## config.mk

```make
export PLATFORM = sky130hd
export DESIGN_NAME = mod107_pp_accumulator
export DESIGN_NICKNAME = d
export VERILOG_FILES = /design/src/rtl/mod107_pp_accumulator.sv
export SDC_FILE = /design/constraint.sdc
export NUM_CORES = 1
export LEC_CHECK = 0
export ABC_AREA = 1
export CORE_MARGIN = 5
export CORE_UTILIZATION = 30
export DETAILED_ROUTE_END_ITERATION = 10
export PLACE_DENSITY = 0.48
export SLEW_MARGIN = 10
export SYNTH_ARGS = -nofsm -noshare
export SYNTH_HDL_FRONTEND = slang
export SYNTH_SLANG_ARGS = --single-unit
```

## constraint.sdc

```tcl
create_clock -name clk -period 5.03 [get_ports clk]
set_input_delay 0.503 -clock clk [delete_from_list [all_inputs] [get_ports clk]]
set_output_delay 0.503 -clock clk [all_outputs]
set_load 0.005 [all_outputs]
```

## src/rtl/mod107_pp_accumulator.sv

```systemverilog
// Modular accumulator for partial-product residues: sums one packet of beats
// modulo MOD and presents one registered result per packet.
module mod107_pp_accumulator #(
  parameter int unsigned MOD   = 107,
  parameter int unsigned W     = 7,
  parameter int unsigned CNT_W = 4
) (
  input  logic             clk,
  input  logic             rst_n,
  input  logic             in_valid,
  output logic             in_ready,
  input  logic [W-1:0]     in_data,
  input  logic             in_last,
  output logic             out_valid,
  input  logic             out_ready,
  output logic [W-1:0]     out_data,
  output logic [CNT_W-1:0] out_terms,
  output logic             out_err
);

  localparam int unsigned      SW      = W + 1;
  localparam logic [W-1:0]     MOD_W   = W'(MOD);
  localparam logic [SW-1:0]    MOD_S   = SW'(MOD);
  localparam logic [CNT_W-1:0] CNT_MAX = {CNT_W{1'b1}};

  typedef enum logic {ST_IDLE = 1'b0, ST_ACC = 1'b1} state_t;

  state_t           r_state,     w_state_nxt;
  logic [W-1:0]     r_acc,       w_acc_nxt;
  logic [CNT_W-1:0] r_count,     w_count_nxt;
  logic             r_err,       w_err_nxt;
  logic             r_out_valid, w_out_valid_nxt;
  logic [W-1:0]     r_out_data,  w_out_data_nxt;
  logic [CNT_W-1:0] r_out_terms, w_out_terms_nxt;
  logic             r_out_err,   w_out_err_nxt;

  logic             w_accept;
  logic             w_idle;
  logic             w_flag;
  logic [W-1:0]     w_d;
  logic [W-1:0]     w_base;
  logic [SW-1:0]    w_s;
  logic [W-1:0]     w_r;
  logic [CNT_W-1:0] w_cnt_base;
  logic [CNT_W-1:0] w_cnt_inc;
  logic             w_err_acc;

  assign in_ready  = !r_out_valid || out_ready;
  assign w_accept  = in_valid && in_ready;
  assign w_idle    = (r_state == ST_IDLE);

  // Pre-reduce the beat, then add with a single conditional subtract.
  assign w_flag     = (in_data >= MOD_W);
  assign w_d        = w_flag ? (in_data - MOD_W) : in_data;
  assign w_base     = w_idle ? '0 : r_acc;
  assign w_s        = {1'b0, w_base} + {1'b0, w_d};
  assign w_r        = (w_s >= MOD_S) ? W'(w_s - MOD_S) : w_s[W-1:0];
  assign w_cnt_base = w_idle ? '0 : r_count;
  assign w_cnt_inc  = (w_cnt_base == CNT_MAX) ? CNT_MAX : (w_cnt_base + CNT_W'(1));
  assign w_err_acc  = (w_idle ? 1'b0 : r_err) | w_flag;

  always_ff @(posedge clk) begin
    if (!rst_n) begin
      r_state     <= ST_IDLE;
      r_acc       <= '0;
      r_count     <= '0;
      r_err       <= 1'b0;
      r_out_valid <= 1'b0;
      r_out_data  <= '0;
      r_out_terms <= '0;
      r_out_err   <= 1'b0;
    end else begin
      r_state     <= w_state_nxt;
      r_acc       <= w_acc_nxt;
      r_count     <= w_count_nxt;
      r_err       <= w_err_nxt;
      r_out_valid <= w_out_valid_nxt;
      r_out_data  <= w_out_data_nxt;
      r_out_terms <= w_out_terms_nxt;
      r_out_err   <= w_out_err_nxt;
    end
  end

  // Next-state: a last beat loads the result and reopens the packet; a
  // retiring result and a new load on the same edge keep out_valid high.
  always_comb begin
    w_state_nxt     = r_state;
    w_acc_nxt       = r_acc;
    w_count_nxt     = r_count;
    w_err_nxt       = r_err;
    w_out_valid_nxt = r_out_valid;
    w_out_data_nxt  = r_out_data;
    w_out_terms_nxt = r_out_terms;
    w_out_err_nxt   = r_out_err;

    if (r_out_valid && out_ready) begin
      w_out_valid_nxt = 1'b0;
    end

    if (w_accept) begin
      if (in_last) begin
        w_out_valid_nxt = 1'b1;
        w_out_data_nxt  = w_r;
        w_out_terms_nxt = w_cnt_inc;
        w_out_err_nxt   = w_err_acc;
        w_state_nxt     = ST_IDLE;
        w_acc_nxt       = '0;
        w_count_nxt     = '0;
        w_err_nxt       = 1'b0;
      end else begin
        w_state_nxt = ST_ACC;
        w_acc_nxt   = w_r;
        w_count_nxt = w_cnt_inc;
        w_err_nxt   = w_err_acc;
      end
    end
  end

  assign out_valid = r_out_valid;
  assign out_data  = r_out_data;
  assign out_terms = r_out_terms;
  assign out_err   = r_out_err;

endmodule

```

Word level (Yosys, flattened, before mapping)
Cells that the tools add are included.
{"block": "totals", "reg_bits": 26, "in_bits": 12, "out_inout_bits": 14}
{"block": "op_classes", "add_sub_neg": 4, "order_cmp": 2, "eq_ne": 1, "n_mux": 13, "bitwise_logic": 1, "n_reduce_logical": 5}
{"op": "two-way mux 7 bit", "count": 4}
{"op": "subtractor 7 bit, second input constant", "count": 2}
{"op": "two-way mux 4 bit", "count": 3}
{"op": "adder 7 x 7 -> 8 bit", "count": 1}
{"op": ">= comparator 8 x 7 -> 1 bit, second input constant", "count": 1}
{"op": ">= comparator 7 bit, second input constant", "count": 1}
{"op": "two-way mux 1 bit", "count": 6}
{"op": "adder 4 x 1 -> 4 bit, second input constant", "count": 1}
{"op": "equality test 4 bit, second input constant", "count": 1}
{"op": "logical AND 1 bit", "count": 2}
{"op": "AND reduction 2 bit", "count": 1}
{"op": "logical NOT 1 bit", "count": 1}
{"op": "logical OR 1 bit", "count": 1}
{"op": "OR 1 bit", "count": 1}

Depth between registers and ports, before layout
{"block": "logic_depth", "depth_word": 6, "ltp_mapped": 22, "ltp_nobuf": 22}

Least setup slack after synthesis
Ideal clock, no wire load.
{"block": "synth_timing", "path_type": "input to register", "from": "in in_data[0]", "to": "reg r_acc[5]", "t_arrival_ps": 2975, "required_ps": 4898, "setup_slack_ps": 1923, "stages": 17, "cell_sequence": "ha_1 -> nand2_1 -> or2_2 -> a21oi_2 -> xor2_1 -> ha_1 -> fa_1 -> xnor2_1 -> nand2_2 -> nand3_4 -> nor2_4 -> nand3_4 -> nand3_4 -> nand2_2 -> nand2_1 -> nand2_1 -> a21oi_1"}
{"block": "synth_via", "elab_chain_cells": 6, "word_cells_on_any_way": 8}
{"item": "from (decl)", "line_no": "12", "text": "input logic [W-1:0] in_data,"}
{"item": "subtractor 7 bit or >= comparator 7 bit (tied branches)", "line_no": "54, 53"}
{"item": "two-way mux 7 bit (*)", "line_no": "54", "text": "assign w_d = w_flag ? (in_data - MOD_W) : in_data;"}
{"item": "adder 7 x 7 -> 8 bit (*)", "line_no": "56", "text": "assign w_s = {1'b0, w_base} + {1'b0, w_d};"}
{"item": "subtractor 7 bit or >= comparator 8 x 7 -> 1 bit (tied branches)", "line_no": "57", "text": "assign w_r = (w_s >= MOD_S) ? W'(w_s - MOD_S) : w_s[W-1:0];"}
{"item": "two-way mux 7 bit (*)", "line_no": "57"}
{"item": "two-way mux 7 bit (*)", "line_no": "101", "text": "if (in_last) begin"}
{"item": "to (signal assigned)", "line_no": "74", "text": "r_acc <= w_acc_nxt;"}
{"item": "to (decl)", "line_no": "29", "text": "logic [W-1:0] r_acc, w_acc_nxt;"}
Mark *: on every way between the ends. The rest lies on a longest branch, timed or not.
A chain may end at the register's enable or synchronous reset.

Worst setup path in the final report
{"block": "layout_timing", "from": "in in_data[0]", "to": "reg r_acc[2]"}
The elaborated chain is that of the path after synthesis.

==> summary.txt <==
Placed design
  • Final Wtd Congestion: around 0.81
  • HPWL after detailed placement: between 3000 and 4000 um
  • Count of buffers from port buffering: 25

Critical path
  • Reg2reg path depth: 15
  • Critical path fanouts, max: 7
  • Reg-to-Reg Start: r_state
  • Data required time of the critical path: ~5.2 ns
  • CP arrival: 3.91 ns
  • CP Capture Type: flop
  • Worst reg-to-reg setup slack: 2.39 ns
  • Critical path startpoint category: input port
  • Crit path from: in_data[0]
  • Reg2Reg Capture Point: r_acc[2]
  • WS Path Type: input port to flop

Detailed routing
  • Routed wire per std cell: approximately 12 um
  • Drt first pass iters: 4
  • Vias per inst: 4.52
  • Routed WL: 4340 um
  • Via count: roughly 1700
  • Final antenna-violating net count: 0
  • Drt drc: 0
  • 1st-iter DRT viols: 110

Logic synthesis
  • Yosys reg bits: 26
  • Sequential-to-total area share from yosys stat: between 20 and 30%
  • Post-synth ARST share: 0%
  • Syn Std Cell Area: 1840 um2
  • Top post-synthesis cells by count: nand2_1 (95), inv_1 (38), dfxtp_1 (26)
  • Syn Area/Cell: 6.60 um2
  • Syn Inst Count: 279
  • Yosys warnings: 0
  • Area leader, netlist: dfxtp_1
  • Top-area cell type share of the netlist area: 28.3%
  • Ys flop type: dfxtp_1
  • Synth Net Count: 303
  • Count leader, synth: nand2_1
  • Distinct cells, synth: 29
  • Number of synthesized flops with an enable pin: 0
  • Synth top area cells: dfxtp_1 (28%), nand2_1 (19%), inv_1 (7.7%), ha_1 (7.5%), a21oi_1 (6.3%)

Clocking
  • Post-CTS Hold Fix Bufs: 0
  • CTS root buffer: clkbuf_8
  • Clk buf depth: 2
  • CTS tree: yes
  • # Post-CTS Setup Buffers: 0
  • Worst skew pair latency: 0.26 ns
  • H-tree depth: 1
  • Clk sinks: 26
  • TritonCTS buffer count: 3
  • Post-CTS Resized: 0
  • Clk slew on worst S/H paths: roughly 0.09 ns

Timing
  • Worst Max-Slew Pin Slew: a little over 0.9 ns
  • Max Slew Vio Count: 0
  • RSZ-0062 raised after global routing: false
  • Max-Slew Margin vs Limit: between 30% and 40%
  • Max frequency: 0.265 GHz
  • Hold Violations, Final: 0
  • Crit path time final: 3.77 ns
  • Clock skew: roughly 0.0038 ns
  • Final period utilization: between 70% and 80%
  • Final setup vio count: 0
  • Post-route setup TNS: 0 ns

Hold path
  • Hold path endpoint: out_terms[0]
  • Worst Hold Depth: 2
  • Hold Crit Start: out_terms[0]
  • Min-delay worst type: flop to flop

Die
  • FP Rows: 28
  • # IOs: 26
  • Initial core utilization: a little under a third
  • Core area: just under 6000 um2
  • Total Die Area: 7810 um2
  • Die Y: 88.4 um
  • Width of the die: between 80 and 90 um

Final layout
  • Nets: approximately 330
  • Layout cell share with drive strength beyond 1: between 8 and 9%
  • Antenna diodes: 0
  • Area Growth Syn to Fin: 19.6%

Power
  • Highest ir drop seen on vdd: around 0.00012 V
  • Tot Pwr: about 0.00047 W
  • Power per Cell Area: around 220 nW/um2
  • Leak Pwr: between 1 and 1.5 nW

Flow run
  • Maxcap violations: 0

Global routing
  • Antenna violations before repair: 0
  • Global-route wire length before repair: 7280 um
  • Grt ovf: 0
  • GR Util All Layers: between 10% and 20%
  • Largest net degree at the start of global routing: 15
  • Vias in the first global route: 1634

Status
  • Status: finished, final reports clean
-- cells by family (layout without fill, tap and decap cells) --
group                    count (synthesis)  after routing  synth area share [%]
AND/OR/NAND/NOR                        152            152                  40.0
AO/OA/AOI/OAI                           35             35                  10.2
buffers and inverters                   47             69                  9.65
flip-flops                              26             26                  28.3
XOR/XNOR                                 7              7                  3.33
adder cells (fa/ha/maj)                 12             12                  8.56
-- per-layer routing --
layer | global-route usage [%] | routed length [um]
met1 | 16.0 | 2170
met2 | 19.7 | 1950
met3 | 2.14 | 201
met4 | 1.65 | 16
met5 | 0 | 0
-- power by group --
part           total (W)  switching, W  internal (W)  leakage (nW)
registers       0.000223    0.00000704      0.000216         0.212
clock network   0.000116     0.0000620     0.0000536        0.0216
logic           0.000136     0.0000810     0.0000553         0.858
-- layout by cell type (no fill, tap or decap) --
cell type,count
a21o_1,1
nand2_1,95
and2_1,1
clkbuf_8,3
a22o_1,1
nand2_2,9
or2_2,1
a21oi_1,23
nand2_4,1
o21a_1,1
nor3_1,2
o21ai_1,2
nand4_1,7
xnor2_1,3
inv_2,3
o21ai_0,6
nand3_4,4
inv_1,38
ha_1,11
dfxtp_1,26
clkdlybuf4s50_1,25
fa_1,1
nor2_4,1
nand3_1,19
nor2_1,9
xor2_1,4
nand3_2,2
nor3_4,1
a21oi_2,1
-- state kept, by name (all words and copies together), names as in the netlist --
| signal | flops |
|---|---|
| out_data | 7 |
| r_acc | 7 |
| r_count | 4 |
| r_err | 1 |
| out_terms | 4 |
| out_valid | 1 |
| out_err | 1 |
| r_state | 1 |
-- cell type report --
type	count	area [um2]
fillers	670	3750
well taps	75	93.8
inverters	41	154
repair buffers	25	250
flip-flops and latches	26	520
clock buffers	3	41.3
multi-input cells	206	1140
-- critical path, stage by stage --
cell	delay (ns)
clkdlybuf4s50_1	0.53
ha_1	0.18
nand2_1	0.08
or2_2	0.29
a21oi_2	0.29
xor2_1	0.13
ha_1	0.26
fa_1	0.44
xnor2_1	0.37
nand2_2	0.13
nand3_4	0.13
nor2_4	0.04
nand3_4	0.09
nand3_4	0.12
nand2_2	0.08
nand2_1	0.08
nand2_1	0.07
a21oi_1	0.07
-- stage by stage --
step	utilization (%)	cell area, um2	cells	hold WS [ns]	worst slack (ns)
global route	37.0	2200	376	0.489	1.02
finish	37.0	2200	376	0.455	1.26
CTS	37.0	2200	376	0.460	1.25
global placement	36.3	2160	373	0.445	0.911
floorplan	-	1840	279	0.445	1.92
detailed placement	36.3	2160	373	0.445	0.976
-- worst max path at each step --
| stage | endpoint | slack [ns] | cells past startpoint |
|---|---|---|---|
| after detailed placement | r_acc[2] | 0.98 | 18 |
| after global placement | r_acc[2] | 0.91 | 18 |
| after floorplan | r_acc[5] | 1.92 | 17 |
| after CTS | r_acc[1] | 1.25 | 17 |
| final | r_acc[2] | 1.26 | 18 |
| after global routing | r_acc[1] | 1.02 | 17 |
(Power assumes the default switching activity.)
